File: config.mk
export PLATFORM = sky130hd
export DESIGN_NAME = pipe_controller
export DESIGN_NICKNAME = d
export VERILOG_FILES = /design/src/rtl/mips_pkg.sv /design/src/rtl/ctl_decode.sv /design/src/rtl/pipe_controller.sv
export SDC_FILE = /design/constraint.sdc
export NUM_CORES = 1
export LEC_CHECK = 0
export BUFFER_PORTS_ARGS = -buffer_cell sky130_fd_sc_hd__buf_2
export CAP_MARGIN = 20
export CORE_UTILIZATION = 30
export DETAILED_ROUTE_END_ITERATION = 16
export GPL_TIMING_DRIVEN = 0
export SYNTH_ARGS = -nofsm -noshare
export SYNTH_HDL_FRONTEND = slang
export SYNTH_SLANG_ARGS = --single-unit
File: constraint.sdc
create_clock -name clk -period 2.8 [get_ports clk]
set_clock_uncertainty 0.15 [all_clocks]
set_input_delay 0.42 -clock clk [delete_from_list [all_inputs] [get_ports clk]]
set_output_delay 0.42 -clock clk [all_outputs]
set_load 0.01 [all_outputs]
File: src/rtl/mips_pkg.sv
// Shared MIPS encodings: opcodes, R-type functs, ALU control codes and the
// aluop class passed from main decode to ALU decode.
package mips_pkg;

    localparam logic [5:0] OP_RTYPE = 6'b000000;
    localparam logic [5:0] OP_LW    = 6'b100011;
    localparam logic [5:0] OP_SW    = 6'b101011;
    localparam logic [5:0] OP_BEQ   = 6'b000100;
    localparam logic [5:0] OP_ADDI  = 6'b001000;
    localparam logic [5:0] OP_J     = 6'b000010;

    localparam logic [5:0] FN_ADD = 6'b100000;
    localparam logic [5:0] FN_SUB = 6'b100010;
    localparam logic [5:0] FN_AND = 6'b100100;
    localparam logic [5:0] FN_OR  = 6'b100101;
    localparam logic [5:0] FN_SLT = 6'b101010;

    localparam logic [2:0] ALU_AND = 3'b000;
    localparam logic [2:0] ALU_OR  = 3'b001;
    localparam logic [2:0] ALU_ADD = 3'b010;
    localparam logic [2:0] ALU_SUB = 3'b110;
    localparam logic [2:0] ALU_SLT = 3'b111;

    typedef enum logic [1:0] {
        ALUOP_ADD   = 2'b00,
        ALUOP_SUB   = 2'b01,
        ALUOP_FUNCT = 2'b10
    } aluop_t;

    typedef struct packed {
        logic       regwrite;
        logic       regdst;
        logic       alusrc;
        logic       branch;
        logic       memwrite;
        logic       memtoreg;
        logic       jump;
        logic       illegal;
        logic [2:0] alucontrol;
    } decode_t;

    typedef struct packed {
        logic       regwrite;
        logic       memtoreg;
        logic       memwrite;
        logic       alusrc;
        logic       regdst;
        logic [2:0] alucontrol;
    } e_ctl_t;

    typedef struct packed {
        logic regwrite;
        logic memtoreg;
        logic memwrite;
    } m_ctl_t;

    typedef struct packed {
        logic regwrite;
        logic memtoreg;
    } w_ctl_t;

endpackage

File: src/rtl/ctl_decode.sv
// Combinational main decode plus ALU decode for the instruction in Decode.
// Unknown opcodes and unknown R-type functs flag illegal and never write.
module ctl_decode
    import mips_pkg::*;
(
    input  logic [5:0] i_op,
    input  logic [5:0] i_funct,
    output decode_t    o_ctl
);

    decode_t    w_main;
    aluop_t     w_aluop;
    logic       w_op_illegal;
    logic       w_funct_illegal;
    logic [2:0] w_alucontrol;

    always_comb begin
        w_main       = '0;
        w_aluop      = ALUOP_ADD;
        w_op_illegal = 1'b0;
        case (i_op)
            OP_RTYPE: begin
                w_main.regwrite = 1'b1;
                w_main.regdst   = 1'b1;
                w_aluop         = ALUOP_FUNCT;
            end
            OP_LW: begin
                w_main.regwrite = 1'b1;
                w_main.alusrc   = 1'b1;
                w_main.memtoreg = 1'b1;
            end
            OP_SW: begin
                w_main.alusrc   = 1'b1;
                w_main.memwrite = 1'b1;
            end
            OP_BEQ: begin
                w_main.branch = 1'b1;
                w_aluop       = ALUOP_SUB;
            end
            OP_ADDI: begin
                w_main.regwrite = 1'b1;
                w_main.alusrc   = 1'b1;
            end
            OP_J: begin
                w_main.jump = 1'b1;
            end
            default: begin
                w_op_illegal = 1'b1;
            end
        endcase
    end

    always_comb begin
        w_alucontrol    = ALU_ADD;
        w_funct_illegal = 1'b0;
        case (w_aluop)
            ALUOP_ADD: w_alucontrol = ALU_ADD;
            ALUOP_SUB: w_alucontrol = ALU_SUB;
            ALUOP_FUNCT: begin
                case (i_funct)
                    FN_ADD:  w_alucontrol = ALU_ADD;
                    FN_SUB:  w_alucontrol = ALU_SUB;
                    FN_AND:  w_alucontrol = ALU_AND;
                    FN_OR:   w_alucontrol = ALU_OR;
                    FN_SLT:  w_alucontrol = ALU_SLT;
                    default: begin
                        w_alucontrol    = ALU_ADD;
                        w_funct_illegal = 1'b1;
                    end
                endcase
            end
            default: w_alucontrol = ALU_ADD;
        endcase
    end

    always_comb begin
        o_ctl            = w_main;
        o_ctl.alucontrol = w_alucontrol;
        o_ctl.illegal    = w_op_illegal | w_funct_illegal;
        // A bad funct must not reach the register file.
        if (w_funct_illegal) begin
            o_ctl.regwrite = 1'b0;
        end
    end

endmodule

File: src/rtl/pipe_controller.sv
// Pipelined MIPS controller: combinational Decode controls plus the
// D->E, E->M and M->W control registers. flushE bubbles only the E stage.
module pipe_controller
    import mips_pkg::*;
(
    input  logic       clk,
    input  logic       reset,
    input  logic [5:0] opD,
    input  logic [5:0] functD,
    input  logic       equalD,
    input  logic       flushE,
    output logic       pcsrcD,
    output logic       branchD,
    output logic       jumpD,
    output logic       illegalD,
    output logic       regwriteE,
    output logic       memtoregE,
    output logic       alusrcE,
    output logic       regdstE,
    output logic [2:0] alucontrolE,
    output logic       regwriteM,
    output logic       memtoregM,
    output logic       memwriteM,
    output logic       regwriteW,
    output logic       memtoregW
);

    decode_t w_dec;
    e_ctl_t  w_e_next;
    e_ctl_t  r_e;
    m_ctl_t  r_m;
    w_ctl_t  r_w;

    ctl_decode u_decode (
        .i_op    (opD),
        .i_funct (functD),
        .o_ctl   (w_dec)
    );

    assign branchD  = w_dec.branch;
    assign jumpD    = w_dec.jump;
    assign illegalD = w_dec.illegal;
    assign pcsrcD   = w_dec.branch & equalD;

    always_comb begin
        w_e_next            = '0;
        w_e_next.regwrite   = w_dec.regwrite;
        w_e_next.memtoreg   = w_dec.memtoreg;
        w_e_next.memwrite   = w_dec.memwrite;
        w_e_next.alusrc     = w_dec.alusrc;
        w_e_next.regdst     = w_dec.regdst;
        w_e_next.alucontrol = w_dec.alucontrol;
    end

    // Reset wins over flush; flush touches only the E register.
    always_ff @(posedge clk) begin
        if (reset) begin
            r_e <= '0;
            r_m <= '0;
            r_w <= '0;
        end else begin
            r_e          <= flushE ? '0 : w_e_next;
            r_m.regwrite <= r_e.regwrite;
            r_m.memtoreg <= r_e.memtoreg;
            r_m.memwrite <= r_e.memwrite;
            r_w.regwrite <= r_m.regwrite;
            r_w.memtoreg <= r_m.memtoreg;
        end
    end

    assign regwriteE   = r_e.regwrite;
    assign memtoregE   = r_e.memtoreg;
    assign alusrcE     = r_e.alusrc;
    assign regdstE     = r_e.regdst;
    assign alucontrolE = r_e.alucontrol;
    assign regwriteM   = r_m.regwrite;
    assign memtoregM   = r_m.memtoreg;
    assign memwriteM   = r_m.memwrite;
    assign regwriteW   = r_w.regwrite;
    assign memtoregW   = r_w.memtoreg;

endmodule

# Word level (Yosys, flattened, before mapping)
# Cells that the tools add are included.
# totals
ff_bits,13
input_bits,16
output_inout_bits,16
word_cells,45
# op_classes
eq_ne,12
mux,13
bitwise,2
reduce_logical,7
# op_table
cell,n
equality test 6 bit (second input constant),7
case mux 3 bit (4 select lines),1
two-way mux 1 bit,10
OR reduction 3 bit,3
equality test 6 x 2 -> 1 bit (second input constant),1
equality test 6 x 3 -> 1 bit (second input constant),1
equality test 6 x 4 -> 1 bit (second input constant),1
logical NOT 6 bit,1
case mux 3 bit (2 select lines),1
OR reduction 6 bit,1
OR reduction 5 bit,1
case mux 2 bit (2 select lines),1
equality test 2 x 1 -> 1 bit (second input constant),1
equality test 2 bit (second input constant),1
OR reduction 2 bit,1
AND 1 bit,1
OR 1 bit,1

# Longest topological paths before layout
# logic_depth
depth_word,5
ltp_mapped,7
depth_no_buf,7

# By module
# A second synthesis with hierarchy kept.
# unflattened
hier_cells,68
area_unflattened_um2,700.7
# modules_own_cells
mod,n_inst,cells_each,area_each_um2,seq_area_each_um2
pipe_controller,1,32,439.2,260.2
ctl_decode,1,36,261.5,0.0

# Worst setup path after synthesis
# OpenSTA, ideal clock, no wires.
# synth_path
path_type,input port to output port
from,input port opD[5]
to,output port illegalD
arrival_ps,1879
t_required_ps,2230
slack_ps,351
path_stages,5
n_path_buf,0
cell_sequence,or4_4 -> nor3b_2 -> inv_1 -> ha_1 -> a211o_1
# synth_via
elab_chain_cells,5
word_cells_on_any_way,12
classes_between,eq/ne: 6; mux: 3; bitwise: 1; reduce/logical: 2
# synth_rtl
item,line,rtl
from (decl),pipe_controller.sv:8,"input logic [5:0] opD,"
equality test 6 x 3 -> 1 bit / logical NOT 6 bit (equally long branches),ctl_decode.sv:21,case (i_op)
case mux 2 bit (2 select lines),ctl_decode.sv:21,
equality test 2 bit,ctl_decode.sv:56,case (w_aluop)
two-way mux 1 bit,ctl_decode.sv:56,
OR 1 bit (*),ctl_decode.sv:79,o_ctl.illegal = w_op_illegal | w_funct_illegal;
to (decl),pipe_controller.sv:15,"output logic illegalD,"
# Every way passes the cells marked *; elsewhere a longest branch is shown, timed or not.

# Worst setup path after layout
# Same ends and word-level chain as after synthesis.

==> impl_metrics.env <==
export IMPL_drtIter0Drc=7
export IMPL_maxSlewHeadroom_pct=74.55
export IMPL_core_area_sq_um=1802
export IMPL_fp_dieArea_sq_um=2202
export IMPL_outcome="finished, final reports clean"
export IMPL_stdcell_area_sq_um=818.3
export IMPL_tightest_slew_ps=378.3
export IMPL_p_per_area_nw_per_um2=405.0
export IMPL_wl_met2_microns=555
export IMPL_hold_viol=0
export IMPL_synthArstFlopShare_pct=0
export IMPL_ys_top_cells_by_area="dfxtp_1, nor2b_1, ha_1"
export IMPL_fp_row_count=15
export IMPL_numCtsBuffers=3
export IMPL_fin_crit_sh_pct=95.15
export IMPL_clockBufferDepth=2
export IMPL_synth_nets=81
export IMPL_setup_worst_path_start="opD[5]"
export IMPL_grt_pass1_vias=428
export IMPL_ys_seq_area_share_pct=42.98
export IMPL_ios=32
export IMPL_first_pass_iters=3
export IMPL_grt_start_max_net_pins=9
export IMPL_cp_top_family="simple AND/OR/NAND/NOR gates"
export IMPL_worstHoldStart="reset"
export IMPL_track_usage_pct=10.51
export IMPL_crit_buf_inv=3
export IMPL_clockRootBuffer="clkbuf_4"
export IMPL_crit_type="in -> out"
export IMPL_cp_end_kind="output pin"
export IMPL_synth_ff_latch_count=13
export IMPL_worst_hold_slack_ps=258.1
export IMPL_synth_common_cells="dfxtp_1, nor2b_1, inv_1"
export IMPL_path_cells="buf_2, or4_4, nor3b_2, inv_1, ha_1, a211o_1, buf_2"
export IMPL_wl_met3_microns=53
export IMPL_antennaDiodeCount=0
export IMPL_drv_cap=0
export IMPL_dpl_hpwl_microns=957.4
export IMPL_slew_viol_final=0
export IMPL_worstPathArrival_ps=2090
export IMPL_numClockSinks=13
export IMPL_dpl_cell_count=119
export IMPL_min_path_type="in -> reg"
export IMPL_clock_latency_ps=260
export IMPL_yosysTopAreaCell="dfxtp_1"
export IMPL_fin_crit_ps=2664
export IMPL_crit_top_cell="buf_2"
export IMPL_finish_utilization_pct=45.42
export IMPL_fillers=200
export IMPL_netlist_area_sq_um=605.6
export IMPL_ctsHoldBuffers=0
export IMPL_max_vdd_ir_drop_uv=154.9
export IMPL_nNetsFinal=117
export IMPL_rr_startpoint="regwriteM"
export IMPL_fin_cells=123
export IMPL_area_delta_synth_final_pct=35.12
export IMPL_initial_core_util_pct=33.61
export IMPL_grt_setup_unrepaired="no"
export IMPL_wl_per_cell_microns=9.252
export IMPL_drc=0
export IMPL_required_ps=2230
export IMPL_place_area_sq_um=792.0
export IMPL_grt_pass1_wl_mm=1.683
export IMPL_die_w_microns=46.93
export IMPL_register_area_sq_um=260.3
export IMPL_place_congestion=0.7941
export IMPL_tritoncts="built"
export IMPL_multi_input_area_sq_um=304.0
export IMPL_antenna_left=0
export IMPL_wl_met1_microns=529
export IMPL_highest_layer="met3"
export IMPL_crit_fanout=6
export IMPL_ys_types=30
export IMPL_setup_violations=0
export IMPL_wl_mm=1.138
export IMPL_synth_edf_count=0
export IMPL_dieHeight_microns=46.93
export IMPL_antenna_found_initial=0
export IMPL_fin_tns_setup_ps=0
export IMPL_max_stage_delay_ps=540
export IMPL_port_buffers=31
export IMPL_avgViaCountPerCell=4.528
export IMPL_vias=557
export IMPL_synth_most_common_cell="dfxtp_1"
export IMPL_cts_resized_gates=0
export IMPL_crit_slowest_cell="or4_4"
export IMPL_clk_pin_slew_ps=70
export IMPL_cp_start_kind="input port"
export IMPL_synth_cells=63
export IMPL_synth_top_area_share_pct=42.98
export IMPL_ys_flop_type="dfxtp_1"
export IMPL_cts_setup_buffers=0
export IMPL_synth_warnings=0
export IMPL_syn_avg_cell_area_sq_um=9.612
export IMPL_timing_fmax_ghz=0.3754
export IMPL_htree_levels=1
export IMPL_grt_overflow_total=0
export IMPL_p_leak_nw=0.3850
export IMPL_drive_above_1_share_pct=45.92
-- cell usage in the layout, fill, tap and decap left out, drive strengths merged, types with 2 or more instances in the layout --
| master | count |
|---|---|
| clkbuf | 4 |
| dfxtp | 13 |
| a31oi | 2 |
| nor2b | 7 |
| nor2 | 4 |
| buf | 34 |
| nor3 | 3 |
| inv | 5 |
| nor4 | 2 |
| nand2 | 3 |
| ha | 2 |
| or4 | 2 |
-- where the power goes --
group | switching, mW | internal (mW) | total [mW] | leakage, nW
Clock | 0.0503 | 0.0549 | 0.105 | 0.0150
Combinational | 0.0208 | 0.0189 | 0.0398 | 0.265
Sequential | 0.000330 | 0.186 | 0.186 | 0.105
-- state kept, by name, indices dropped and copies added, names as in the netlist --
signal,flops
memtoregE,1
alusrcE,1
memtoregW,1
regdstE,1
regwriteM,1
memwriteM,1
memtoregM,1
r_e,1
regwriteE,1
regwriteW,1
alucontrolE,3
-- path summary, 6_finish.rpt --
check / slack (ps) / end / depth (start not counted)
max: 140 / illegalD / 7
min reg2reg: 290 / memwriteM / 1
max reg2reg: 2120 / regwriteW / 1
min: 260 / memwriteM / 2
-- per-stage QoR --
stage          total power, mW  worst slack [ps]
2_1_floorplan           0.2081             350.7
3_3_place_gp            0.2298             142.9
3_5_place_dp            0.2309             110.1
4_1_cts                 0.3359             110.5
5_1_grt                 0.3452             41.67
6_report                0.3314             135.9
-- routing by layer --
layer  up-vias  global-route usage, %
li1        298                      -
met1       239                  13.26
met2        20                  18.61
met3         0                  1.154
met4         0                  3.429
met5         -                      0
-- final cells by class --
cell class / count / area share [%]
inverters: 5 / 2.294
well taps: 25 / 3.823
repair buffers: 31 / 18.96
multi-input cells: 42 / 37.16
flip-flops and latches: 13 / 31.80
clock buffers: 4 / 3.211
plain buffers: 3 / 2.752
-- cell families (layout without fill, tap and decap cells) --
kind of cell	after synthesis	in the layout	synth area share (%)
buf+inv	8	43	6.818
compound gates	10	10	12.40
fa+ha+maj	3	3	5.785
simple gates	29	29	32.02
flops	13	13	42.98
Power figures use the tool's default switching activity.
